`src/rtl/adc_scan_controller.sv`:
```
// adc_scan_controller: round-robin scan controller for an ADC0809-class converter.
// Drives the ALE/START/OE handshake, waits for a synchronized EOC (ignored for the
// first MIN_WAIT cycles, forced read after TIMEOUT cycles) and keeps one result
// register per channel with a one-cycle valid strobe.
// Optional feature: define ADC_SCAN_AVG_EN to replace the raw store with a
// per-channel first-order IIR filter (timed-out samples are not filtered in).
module adc_scan_controller #(
    parameter int NUM_CH   = 4,
    parameter int TIMEOUT  = 60,
    parameter int MIN_WAIT = 8
) (
    input  logic                  clk_500khz,
    input  logic                  rst_n,
    input  logic                  scan_en,
    output logic                  adc_clk,
    output logic                  adc_start,
    output logic                  adc_ale,
    output logic                  adc_oe,
    output logic [2:0]            adc_addr,
    input  logic                  adc_eoc,
    input  logic [7:0]            adc_data_in,
    output logic [8*NUM_CH-1:0]   ch_data,
    output logic                  sample_valid,
    output logic [2:0]            sample_ch,
    output logic [NUM_CH-1:0]     timeout_err
);

    localparam int               CNT_W      = $clog2(TIMEOUT + 1);
    localparam logic [CNT_W-1:0] TIMEOUT_C  = CNT_W'(TIMEOUT);
    localparam logic [CNT_W-1:0] MIN_WAIT_C = CNT_W'(MIN_WAIT);
    localparam logic [2:0]       LAST_CH    = 3'(NUM_CH - 1);

    typedef enum logic [2:0] {
        S_IDLE  = 3'd0,
        S_ADDR  = 3'd1,
        S_WAIT  = 3'd2,
        S_READ  = 3'd3,
        S_LATCH = 3'd4
    } state_t;

    state_t           state_q;
    logic             eoc_meta_q;
    logic             eoc_s_q;
    logic [2:0]       ch_idx_q;
    logic [2:0]       ch_idx_d;
    logic [CNT_W-1:0] wait_cnt_q;
    logic [CNT_W-1:0] wait_cnt_d;
    logic             to_flag_q;
    logic             start_q;
    logic             ale_q;
    logic             oe_q;
    logic [2:0]       addr_q;
    logic [7:0]       ch_data_q [NUM_CH];
    logic             valid_q;
    logic [2:0]       sample_ch_q;
    logic [NUM_CH-1:0] terr_q;
    logic             eoc_ok;
    logic             wait_expired;
    logic             store_en;
    logic [7:0]       store_byte;

    // Two-flop synchronizer bringing the asynchronous EOC pin into the clock domain.
    // NOTE: clocked state uses non-blocking (<=) so every flop samples pre-edge values.
    always_ff @(posedge clk_500khz or negedge rst_n) begin
        if (!rst_n) begin
            eoc_meta_q <= 1'b0;
            eoc_s_q    <= 1'b0;
        end else begin
            eoc_meta_q <= adc_eoc;
            eoc_s_q    <= eoc_meta_q;
        end
    end

    // Next-value helpers: channel wrap, saturating wait counter and WAIT exit conditions.
    // NOTE: every signal here is assigned on every path, so no latch can be inferred.
    always_comb begin
        ch_idx_d     = (ch_idx_q == LAST_CH) ? 3'd0 : ch_idx_q + 3'd1;
        wait_cnt_d   = (wait_cnt_q == TIMEOUT_C) ? wait_cnt_q : wait_cnt_q + CNT_W'(1);
        eoc_ok       = (wait_cnt_q >= MIN_WAIT_C) && eoc_s_q;
        wait_expired = (wait_cnt_q == TIMEOUT_C);
    end

`ifdef ADC_SCAN_AVG_EN
    logic [7:0]        cur_byte;
    logic signed [9:0] diff;
    logic signed [9:0] filt;

    // IIR update y + ((x - y) >>> 2) in 10-bit signed, clamped back to a byte.
    always_comb begin
        cur_byte = 8'd0;
        for (int k = 0; k < NUM_CH; k++) begin
            if (ch_idx_q == 3'(k)) cur_byte = ch_data_q[k];
        end
        diff = $signed({2'b00, adc_data_in}) - $signed({2'b00, cur_byte});
        filt = $signed({2'b00, cur_byte}) + (diff >>> 2);
        if (filt < 10'sd0) begin
            store_byte = 8'd0;
        end else if (filt > 10'sd255) begin
            store_byte = 8'hFF;
        end else begin
            store_byte = filt[7:0];
        end
        // A forced read is untrusted, so it must not pull the filtered value.
        store_en = !to_flag_q;
    end
`else
    assign store_byte = adc_data_in;
    assign store_en   = 1'b1;
`endif

    // Scan FSM: all handshake pins and result registers are driven from flops.
    always_ff @(posedge clk_500khz or negedge rst_n) begin
        if (!rst_n) begin
            state_q     <= S_IDLE;
            ch_idx_q    <= 3'd0;
            wait_cnt_q  <= '0;
            to_flag_q   <= 1'b0;
            start_q     <= 1'b0;
            ale_q       <= 1'b0;
            oe_q        <= 1'b0;
            addr_q      <= 3'd0;
            valid_q     <= 1'b0;
            sample_ch_q <= 3'd0;
            terr_q      <= '0;
            // NOTE: result registers are reset because the safe FSM may read them before the first scan.
            for (int k = 0; k < NUM_CH; k++) ch_data_q[k] <= 8'd0;
        end else begin
            valid_q <= 1'b0;
            case (state_q)
                S_IDLE: begin
                    start_q <= 1'b0;
                    ale_q   <= 1'b0;
                    oe_q    <= 1'b0;
                    if (scan_en) state_q <= S_ADDR;
                end
                S_ADDR: begin
                    addr_q     <= ch_idx_q;
                    ale_q      <= 1'b1;
                    start_q    <= 1'b1;
                    wait_cnt_q <= '0;
                    state_q    <= S_WAIT;
                end
                S_WAIT: begin
                    ale_q      <= 1'b0;
                    start_q    <= 1'b0;
                    wait_cnt_q <= wait_cnt_d;
                    // EOC is checked first so a simultaneous timeout is not flagged.
                    if (eoc_ok) begin
                        to_flag_q <= 1'b0;
                        oe_q      <= 1'b1;
                        state_q   <= S_READ;
                    end else if (wait_expired) begin
                        to_flag_q <= 1'b1;
                        oe_q      <= 1'b1;
                        state_q   <= S_READ;
                    end
                end
                S_READ: begin
                    // Bus settling cycle; OE already high since entry.
                    oe_q    <= 1'b1;
                    state_q <= S_LATCH;
                end
                S_LATCH: begin
                    for (int k = 0; k < NUM_CH; k++) begin
                        if (ch_idx_q == 3'(k)) begin
                            if (store_en) ch_data_q[k] <= store_byte;
                            terr_q[k] <= to_flag_q;
                        end
                    end
                    oe_q        <= 1'b0;
                    valid_q     <= 1'b1;
                    sample_ch_q <= ch_idx_q;
                    ch_idx_q    <= ch_idx_d;
                    state_q     <= S_IDLE;
                end
                default: state_q <= S_IDLE;
            endcase
        end
    end

    assign adc_clk      = clk_500khz;
    assign adc_start    = start_q;
    assign adc_ale      = ale_q;
    assign adc_oe       = oe_q;
    assign adc_addr     = addr_q;
    assign sample_valid = valid_q;
    assign sample_ch    = sample_ch_q;
    assign timeout_err  = terr_q;

    for (genvar k = 0; k < NUM_CH; k++) begin : g_pack
        assign ch_data[8*k +: 8] = ch_data_q[k];
    end

endmodule

```
`config.mk`:
```
export PLATFORM = sky130hd
export DESIGN_NAME = adc_scan_controller
export DESIGN_NICKNAME = d
export VERILOG_FILES = /design/src/rtl/adc_scan_controller.sv
export SDC_FILE = /design/constraint.sdc
export NUM_CORES = 1
export LEC_CHECK = 0
export ABC_AREA = 1
export CAP_MARGIN = 20
export CORE_MARGIN = 2
export CORE_UTILIZATION = 56
export CTS_BUF_LIST = sky130_fd_sc_hd__clkbuf_2 sky130_fd_sc_hd__clkbuf_4 sky130_fd_sc_hd__clkbuf_8
export CTS_CLUSTER_SIZE = 12
export DETAILED_ROUTE_END_ITERATION = 8
export HOLD_SLACK_MARGIN = 0.06
export PLACE_DENSITY = 0.94
export SLEW_MARGIN = 40
export SYNTH_ARGS = -nofsm -noshare
export SYNTH_HDL_FRONTEND = slang
export SYNTH_SLANG_ARGS = --single-unit
```
`constraint.sdc`:
```
create_clock -name clk_500khz -period 2.6 [get_ports clk_500khz]
set_clock_uncertainty 0.15 [all_clocks]
set_input_delay 0.52 -clock clk_500khz [delete_from_list [all_inputs] [get_ports clk_500khz]]
set_output_delay 0.52 -clock clk_500khz [all_outputs]
set_load 0.005 [all_outputs]
```
==> metrics list, run 1 <==
* Area growth from synthesis to layout: 31.5%
- Counting every instance in the synthesized netlist gives 249.
- The final count of hold timing violations came to 0.
- The worst setup path is captured at a primary output.
- Of the cells placed in the final design, the portion with a size suffix greater than 1 is 0.191.
- Total of flip-flops plus latches after synthesis: 60
- Fill cells in the final layout number 300.
* Sum of internal, switching and leakage power: 3.76 mW
- For this configuration, the core starts out at a cell density of 0.587.
* Vias/cell: 5.31
- At the later pin of the worst-skew pair, clock insertion delay measures 0.44 ns.
- Cell with the largest stage delay on the worst path: sky130_fd_sc_hd__dlygate4sd2_1
- Wire per inst: 15.8 um
- The initialized floorplan defines 24 standard-cell rows.
- Slew at the pin closest to its max-slew limit: 0.329 ns
- The repair_antennas step left the layout with diodes totalling 0.
- Estimated wirelength of the detail-placed design: 3.95 mm
* Crit path kind: clk2out
* Crit start category: clock port
- The routed layout has 1969 vias.
- Setup violations remaining at the end of the flow were counted as 0.
- In this run the cell area of the synthesized design comes to 2590 um^2.
- Status: finished, final reports clean
* Placed inst area: 3180 um^2
- The routed design has 5.85 mm of wire.
- Largest net degree at the start of global routing: 50
- Unique masters post-synth: 26
- At the end of the flow, the number of nets in the layout was 333.
- The detail route stage leaves a number of antenna-violating nets equal to 0.
- Number of antenna violations at the first check in global routing: 0
- Yosys warnings: 0
- From bottom edge to top edge, the die measures 72.0 um.
* R2R setup slack: 0.98 ns
- The number of global-route vias before repair came to 1952.
* Start of the worst register-to-register path: wait_cnt_q[0]
* Count of input and output buffers: 58
- Summed over all layers, the global routing overflow is 0.
- TritonCTS clock tree: yes
* Critical path's largest stage delay: 0.26 ns
- 59 I/O pins were placed.
- Setup total negative slack on the finished layout was measured at 0 ns.
- Across the VDD grid, the largest voltage drop is 0.000777 V.
- Synthesized net count: 267
* Fraction of post-synthesis cell area in the top cell type by area: 0.579
- At the worst endpoint, the arrival time is 1.79 ns.
- The die covers 5190 um^2.
- The worst hold path passes through 0 cells.
* Max-slew violations: 0
* P_leak: 1.64 nW
* Critical path origin: clk_500khz
- For this design the ratio of total power to cell area is 1100 nW/um^2.
* Fin area: 3410 um^2
- Destination of the worst register-to-register timing path: wait_cnt_q[5]
- Post-route DRC: 0
* Gp weighted congestion: 0.823
- Max-slew headroom at the worst pin: 0.779
* Cells along the critical path: clkbuf_8, clkbuf_8, dlygate4sd2_1
- Average cell area after synthesis: 10.4 um^2
- Across every metal layer, demand over resource in global routing totals 0.252.
- Length of the first detailed-routing pass in iterations: 4
* Global-route wire length before repair: 9.50 mm
* Worst Min Path Start: eoc_meta_q
- Reported max-cap violation count: 0
* Placeable core area: 4410 um^2
* Length in cells of the worst reg-to-reg path: 8
* Post-route non-filler standard cell count: 371
* Die W: 72.0 um
- Library cell with the largest summed area after synthesis: sky130_fd_sc_hd__dfrtp_1
- Hold/Removal Path Class: reg2reg
* RSZ-0062 raised after global routing: no
- Req. time, crit path: 1.93 ns
* Top cells by area in the synthesized netlist: sky130_fd_sc_hd__dfrtp_1 (58%), sky130_fd_sc_hd__nand2_1 (9.6%), sky130_fd_sc_hd__o21ai_2 (9.5%), sky130_fd_sc_hd__inv_1 (3.2%), sky130_fd_sc_hd__ha_1 (2.9%)
* Min-Delay Endpoint: eoc_s_q
* Clk pin slew, worst setup/hold paths: 0.06 ns
- Sequential fraction of the synthesis area: 0.579
- Crit-path most repeated cell: sky130_fd_sc_hd__clkbuf_8
* Placed Instances: 352
- Drt first-iter violations: 169
- Along the worst path, the maximum fanout reaches 2.
==> stage by stage <==
stage | worst slack (ns) | hold WS, ns | util
2_1_floorplan | 0.519 | 0.0744 | -
4_1_cts | 0.136 | 0.200 | 0.772
3_3_place_gp | 0.216 | 0.182 | 0.721
6_report | 0.143 | 0.200 | 0.772
3_5_place_dp | 0.216 | 0.186 | 0.721
5_1_grt | 0.137 | 0.211 | 0.772
==> worst max-delay path: cells and delay by family <==
family / cells / cell delay [ns]
buffers and inverters: 3 / 0.49
==> final cells by class <==
cell class	instances	area [um^2]	area share
clock buffer	17	216	0.0635
clock inverter	2	10.0	0.00294
inverter	24	92.6	0.0272
multi-input combinational	157	927	0.272
sequential	60	1500	0.441
tap	52	65.1	0.0191
timing repair buffer	59	596	0.175
==> worst max-delay path by stage <==
stage,endpoint,slack [ns],depth (start not counted)
after floorplan,adc_clk,0.52,1
after CTS,adc_clk,0.14,3
after global placement,adc_clk,0.22,1
final,adc_clk,0.14,3
after detailed placement,adc_clk,0.22,1
after global routing,adc_clk,0.14,3
==> registers in the layout (all words and copies together) (netlist names), 3 cells and up <==
name,cells
adc_addr,3
timeout_err,4
ch_data,32
sample_ch,3
state_q,3
wait_cnt_q,6
ch_idx_q,3
==> synth_stat cells <==
master / number
sky130_fd_sc_hd__o21ai_2: 28
sky130_fd_sc_hd__clkbuf_2: 1
sky130_fd_sc_hd__buf_2: 1
sky130_fd_sc_hd__buf_4: 2
sky130_fd_sc_hd__inv_2: 1
sky130_fd_sc_hd__nor2_4: 2
sky130_fd_sc_hd__nor3b_1: 1
sky130_fd_sc_hd__xor2_1: 2
sky130_fd_sc_hd__dfrtp_1: 60
sky130_fd_sc_hd__nor2_1: 8
sky130_fd_sc_hd__buf_6: 4
sky130_fd_sc_hd__nand2_1: 66
sky130_fd_sc_hd__nor3_1: 1
sky130_fd_sc_hd__inv_4: 1
sky130_fd_sc_hd__nor3_2: 1
sky130_fd_sc_hd__nand2_4: 4
sky130_fd_sc_hd__a21oi_1: 3
sky130_fd_sc_hd__o21ai_0: 10
sky130_fd_sc_hd__nand3_4: 1
sky130_fd_sc_hd__nand3_1: 9
sky130_fd_sc_hd__nor2_8: 1
sky130_fd_sc_hd__o21ai_1: 11
sky130_fd_sc_hd__nor2_2: 2
sky130_fd_sc_hd__inv_1: 22
sky130_fd_sc_hd__nand4_1: 1
sky130_fd_sc_hd__ha_1: 6
==> per-layer routing <==
layer / track usage / part of all wire / routed length (um)
met1: 0.295 / 0.40 / 2360
met2: 0.421 / 0.53 / 3130
met3: 0.0736 / 0.041 / 239
met4: 0.138 / 0.020 / 118
met5: 0 / 0 / 0
==> logic make-up after synthesis <==
logic type	count (synthesis)	share of synthesized area
AO/OA/AOI/OAI	52	0.141
XOR/XNOR	2	0.00676
adder cells (fa/ha/maj)	6	0.0290
buffers and inverters	32	0.0628
flip-flops	60	0.579
AND/OR/NAND/NOR	97	0.181
==> layout by cell type (no fill, tap or decap), types with 2 or more instances in the layout <==
cell / n
sky130_fd_sc_hd__nand3_1: 9
sky130_fd_sc_hd__nor2_2: 2
sky130_fd_sc_hd__ha_1: 6
sky130_fd_sc_hd__o21ai_0: 10
sky130_fd_sc_hd__a21oi_1: 3
sky130_fd_sc_hd__o21ai_2: 28
sky130_fd_sc_hd__xor2_1: 2
sky130_fd_sc_hd__nand2_1: 66
sky130_fd_sc_hd__nor2_1: 8
sky130_fd_sc_hd__o21ai_1: 11
sky130_fd_sc_hd__clkbuf_4: 2
sky130_fd_sc_hd__clkinv_2: 2
sky130_fd_sc_hd__nand2_4: 4
sky130_fd_sc_hd__inv_1: 22
sky130_fd_sc_hd__dfrtp_1: 60
sky130_fd_sc_hd__nor2_4: 2
sky130_fd_sc_hd__clkbuf_8: 14
sky130_fd_sc_hd__clkdlybuf4s50_1: 56
==> repair_timing <==
item	CTS	global route
buffers inserted	0	0
gates resized for setup	1	0
hold endpoints to repair	11	0
endpoints found under the setup margin	1	0
hold buffers	1	0
==> power breakdown <==
| part | internal, mW | leakage, nW | switching [mW] |
|---|---|---|---|
| sequential | 1.25 | 0.705 | 0.217 |
| clock | 0.524 | 0.123 | 0.373 |
| combinational | 0.744 | 0.811 | 0.652 |
| total | 2.52 | 1.64 | 1.24 |
No activity file was read; power rests on OpenSTA's default activity.
==> inputs of run 2 (changes only) <==
--- a/config.mk
+++ b/config.mk
@@ -8,12 +8,12 @@
 export ABC_AREA = 1
 export CAP_MARGIN = 20
 export CORE_MARGIN = 2
-export CORE_UTILIZATION = 56
+export CORE_UTILIZATION = 38
 export CTS_BUF_LIST = sky130_fd_sc_hd__clkbuf_2 sky130_fd_sc_hd__clkbuf_4 sky130_fd_sc_hd__clkbuf_8
 export CTS_CLUSTER_SIZE = 12
 export DETAILED_ROUTE_END_ITERATION = 8
 export HOLD_SLACK_MARGIN = 0.06
-export PLACE_DENSITY = 0.94
+export PLACE_DENSITY = 0.69
 export SLEW_MARGIN = 40
 export SYNTH_ARGS = -nofsm -noshare
 export SYNTH_HDL_FRONTEND = slang
==> metrics list, run 2 (synthesis gave the netlist of run 1 again) <==
* Die W: 86.6 um (+20%)
- On the critical path, the stage with the largest delay is an instance of sky130_fd_sc_hd__dlygate4sd2_1.
* Status: finished, final reports clean
- The initial standard-cell utilization of the core came to 0.388 (-0.199).
* Drt first-iter violations: 93 (-45%)
- Post-CTS Setup Bufs: 0 (unchanged)
- The maximum number of pins on one net before global-route repair is 33 (-34%).
* CP Capture Type: primary output
- The routed wire length was 5.24 mm (-10%).
* Vias in the first global route: 1860 (-4.7%)
- Crit-path most repeated cell: sky130_fd_sc_hd__clkbuf_8
* Commonest non-fill, non-tap cells in the layout: sky130_fd_sc_hd__nand2_1 (66), sky130_fd_sc_hd__dfrtp_1 (60), sky130_fd_sc_hd__clkdlybuf4s50_1 (56), sky130_fd_sc_hd__o21ai_2 (28), sky130_fd_sc_hd__inv_1 (22)
- GRT Resource Usage Total: 0.160 (-0.0929)
- Crit path kind: clk2out
* Total congestion overflow after global routing: 0 (unchanged)
* PD cells: 1080 nW/um^2 (-1.9%)
- The total negative slack for setup checks came to 0 ns (unchanged).
- Estimated wirelength of the detail-placed design: 3.52 mm (-11%)
- The max-cap violation count came to 0 (unchanged).
- The delay contributed by the slowest stage of the critical path is 0.25 ns (about the same).
- The routability congestion estimate from global placement is 0.814 (-1.0%).
* Layout cell share with drive strength beyond 1: 0.194 (+0.00253)
- The final count of hold timing violations is 0 (unchanged).
- Sum of internal, switching and leakage power: 3.76 mW (about the same)
- The final setup violation count is 0 (unchanged).
* Length in cells of the worst reg-to-reg path: 8 (unchanged)
- Start of the worst register-to-register path: wait_cnt_q[0]
- Leading cell type in the layout, fill and taps excluded: sky130_fd_sc_hd__nand2_1
* Hold/Removal Path Class: reg2reg
* Cell row count: 30 (+25%)
- The worst reg-to-reg setup slack is 1.06 ns (+0.08 ns).
* ANT nets after route: 0 (unchanged)
* Data arrival at the endpoint of the critical path: 1.77 ns (-0.02 ns)
* Max-slew headroom at the worst pin: 0.772 (-0.00613)
- The worst voltage drop across the vdd grid was 0.000592 V (-24%).
- The I/O pin count is 59 (unchanged).
- Wire per inst: 13.1 um (-17%)
- The number of logic stages on the critical path including buffering came to 3 (unchanged).
- Hold-critical path depth: 0 (unchanged)
- Clk pin slew, worst setup/hold paths: 0.06 ns (about the same)
- Clock Latency Late Sink: 0.44 ns (about the same)
* CP top delay family: buffers and inverters
* Height of the die: 86.6 um (+20%)
- The area of the core was 6680 um^2 (+51%).
- The worst setup path is launched from a clock port.
- In this run the most critical hold path is launched from eoc_meta_q.
- Max-slew violations: 0 (unchanged)
- The detailed-router iteration count before antenna repair was 4 (unchanged).
- Post-route non-filler standard cell count: 400 (+7.8%)
* Count of input and output buffers: 58 (unchanged)
- Nets@finish: 334 (+0.30%)
- The number of buffers and inverters on the critical path is 3 (unchanged).
* Cells along the critical path: clkbuf_8, clkbuf_8, dlygate4sd2_1
* Total die area: 7500 um^2 (+44%)
* Slew at the pin closest to its max-slew limit: 0.338 ns (+0.00909 ns)
- Req. time, crit path: 1.93 ns (about the same)
- Fin area: 3480 um^2 (+2.0%)
- The total via count after detailed routing was 1845 (-6.3%).
* Final antenna diode count: 0 (unchanged)
- TritonCTS built the clock tree.
- The cell count after placement is 380 (+8.0%).
* Vias/cell: 4.61 (-13%)
* Largest driver fanout on the critical path: 2 (unchanged)
* Area growth from synthesis to layout: 34.2%
- The number of flip-flops in the largest register came to 32 (unchanged).
- Post-route DRC: 0 (unchanged)
* Placed inst area: 3220 um^2 (+1.1%)
- P_leak: 1.65 nW (+0.68%)
* Critical path origin: clk_500khz
* RSZ-0062 raised after global routing: no
* Global-route wire length before repair: 8.96 mm (-5.7%)
- Number of antenna violations at the first check in global routing: 0 (unchanged)
-- run 2: cell count changes in the layout (fill, tap and decap cells not counted), sizes merged --
cell / change
clkinv: +1
bufinv: +1
clkinvlp: +1
clkbuf: -3
buf: +1
-- run 2: timing repair --
action,in CTS,in global routing
hold buffers,1,0
endpoints found under the setup margin,1,0
resized for setup,1,0
hold endpoints to repair,31,0
-- run 2: through the flow --
stage	utilization	setup WS, ns	hold WS (ns)
2_1_floorplan	-	0.519	0.0744
4_1_cts	0.517	0.153	0.201
5_1_grt	0.520	0.147	0.218
6_report	0.520	0.159	0.203
3_5_place_dp	0.481	0.216	0.187
3_3_place_gp	0.481	0.216	0.182
-- run 2: cell type report --
| class | instances | area (um^2) |
|---|---|---|
| Inverter | 24 | 92.6 |
| Tap cell | 80 | 100 |
| Timing Repair Buffer | 60 | 616 |
| Clock buffer | 14 | 188 |
| Clock inverter | 5 | 52.6 |
| Sequential cell | 60 | 1500 |
| Fill cell | 599 | 3200 |
| Multi-Input combinational cell | 157 | 927 |
-- run 2: worst reg2reg max path, stage by stage, from the launching register on --
cell,delay (ns)
sky130_fd_sc_hd__dfrtp_1,0.43
sky130_fd_sc_hd__inv_1,0.11
sky130_fd_sc_hd__ha_1,0.14
sky130_fd_sc_hd__nand2_1,0.05
sky130_fd_sc_hd__nor2_2,0.17
sky130_fd_sc_hd__nor2_2,0.08
sky130_fd_sc_hd__nor2_4,0.17
sky130_fd_sc_hd__nand2_1,0.07
sky130_fd_sc_hd__o21ai_1,0.08
-- run 2: final timing paths --
path | end
max | adc_clk
min | eoc_s_q
max reg2reg | wait_cnt_q[5]
min reg2reg | eoc_s_q
max in group asynchronous | wait_cnt_q[5]
min in group asynchronous | ch_data[4]
-- run 2: routing by layer --
metal | global-route usage | vias to the layer above | wire [um] | share of wire
li1 | - | 931 | - | -
met1 | 0.203 | 858 | 2410 | 0.46
met2 | 0.232 | 44 | 2480 | 0.47
met3 | 0.0638 | 12 | 260 | 0.050
met4 | 0.0866 | 0 | 95 | 0.018
met5 | 0 | - | 0 | 0
-- run 2: where the power goes --
group / switching, mW / total, mW / internal, mW
sequential: 0.208 / 1.46 / 1.25
clock: 0.381 / 0.951 / 0.570
combinational: 0.610 / 1.35 / 0.742
total: 1.20 / 3.76 / 2.57
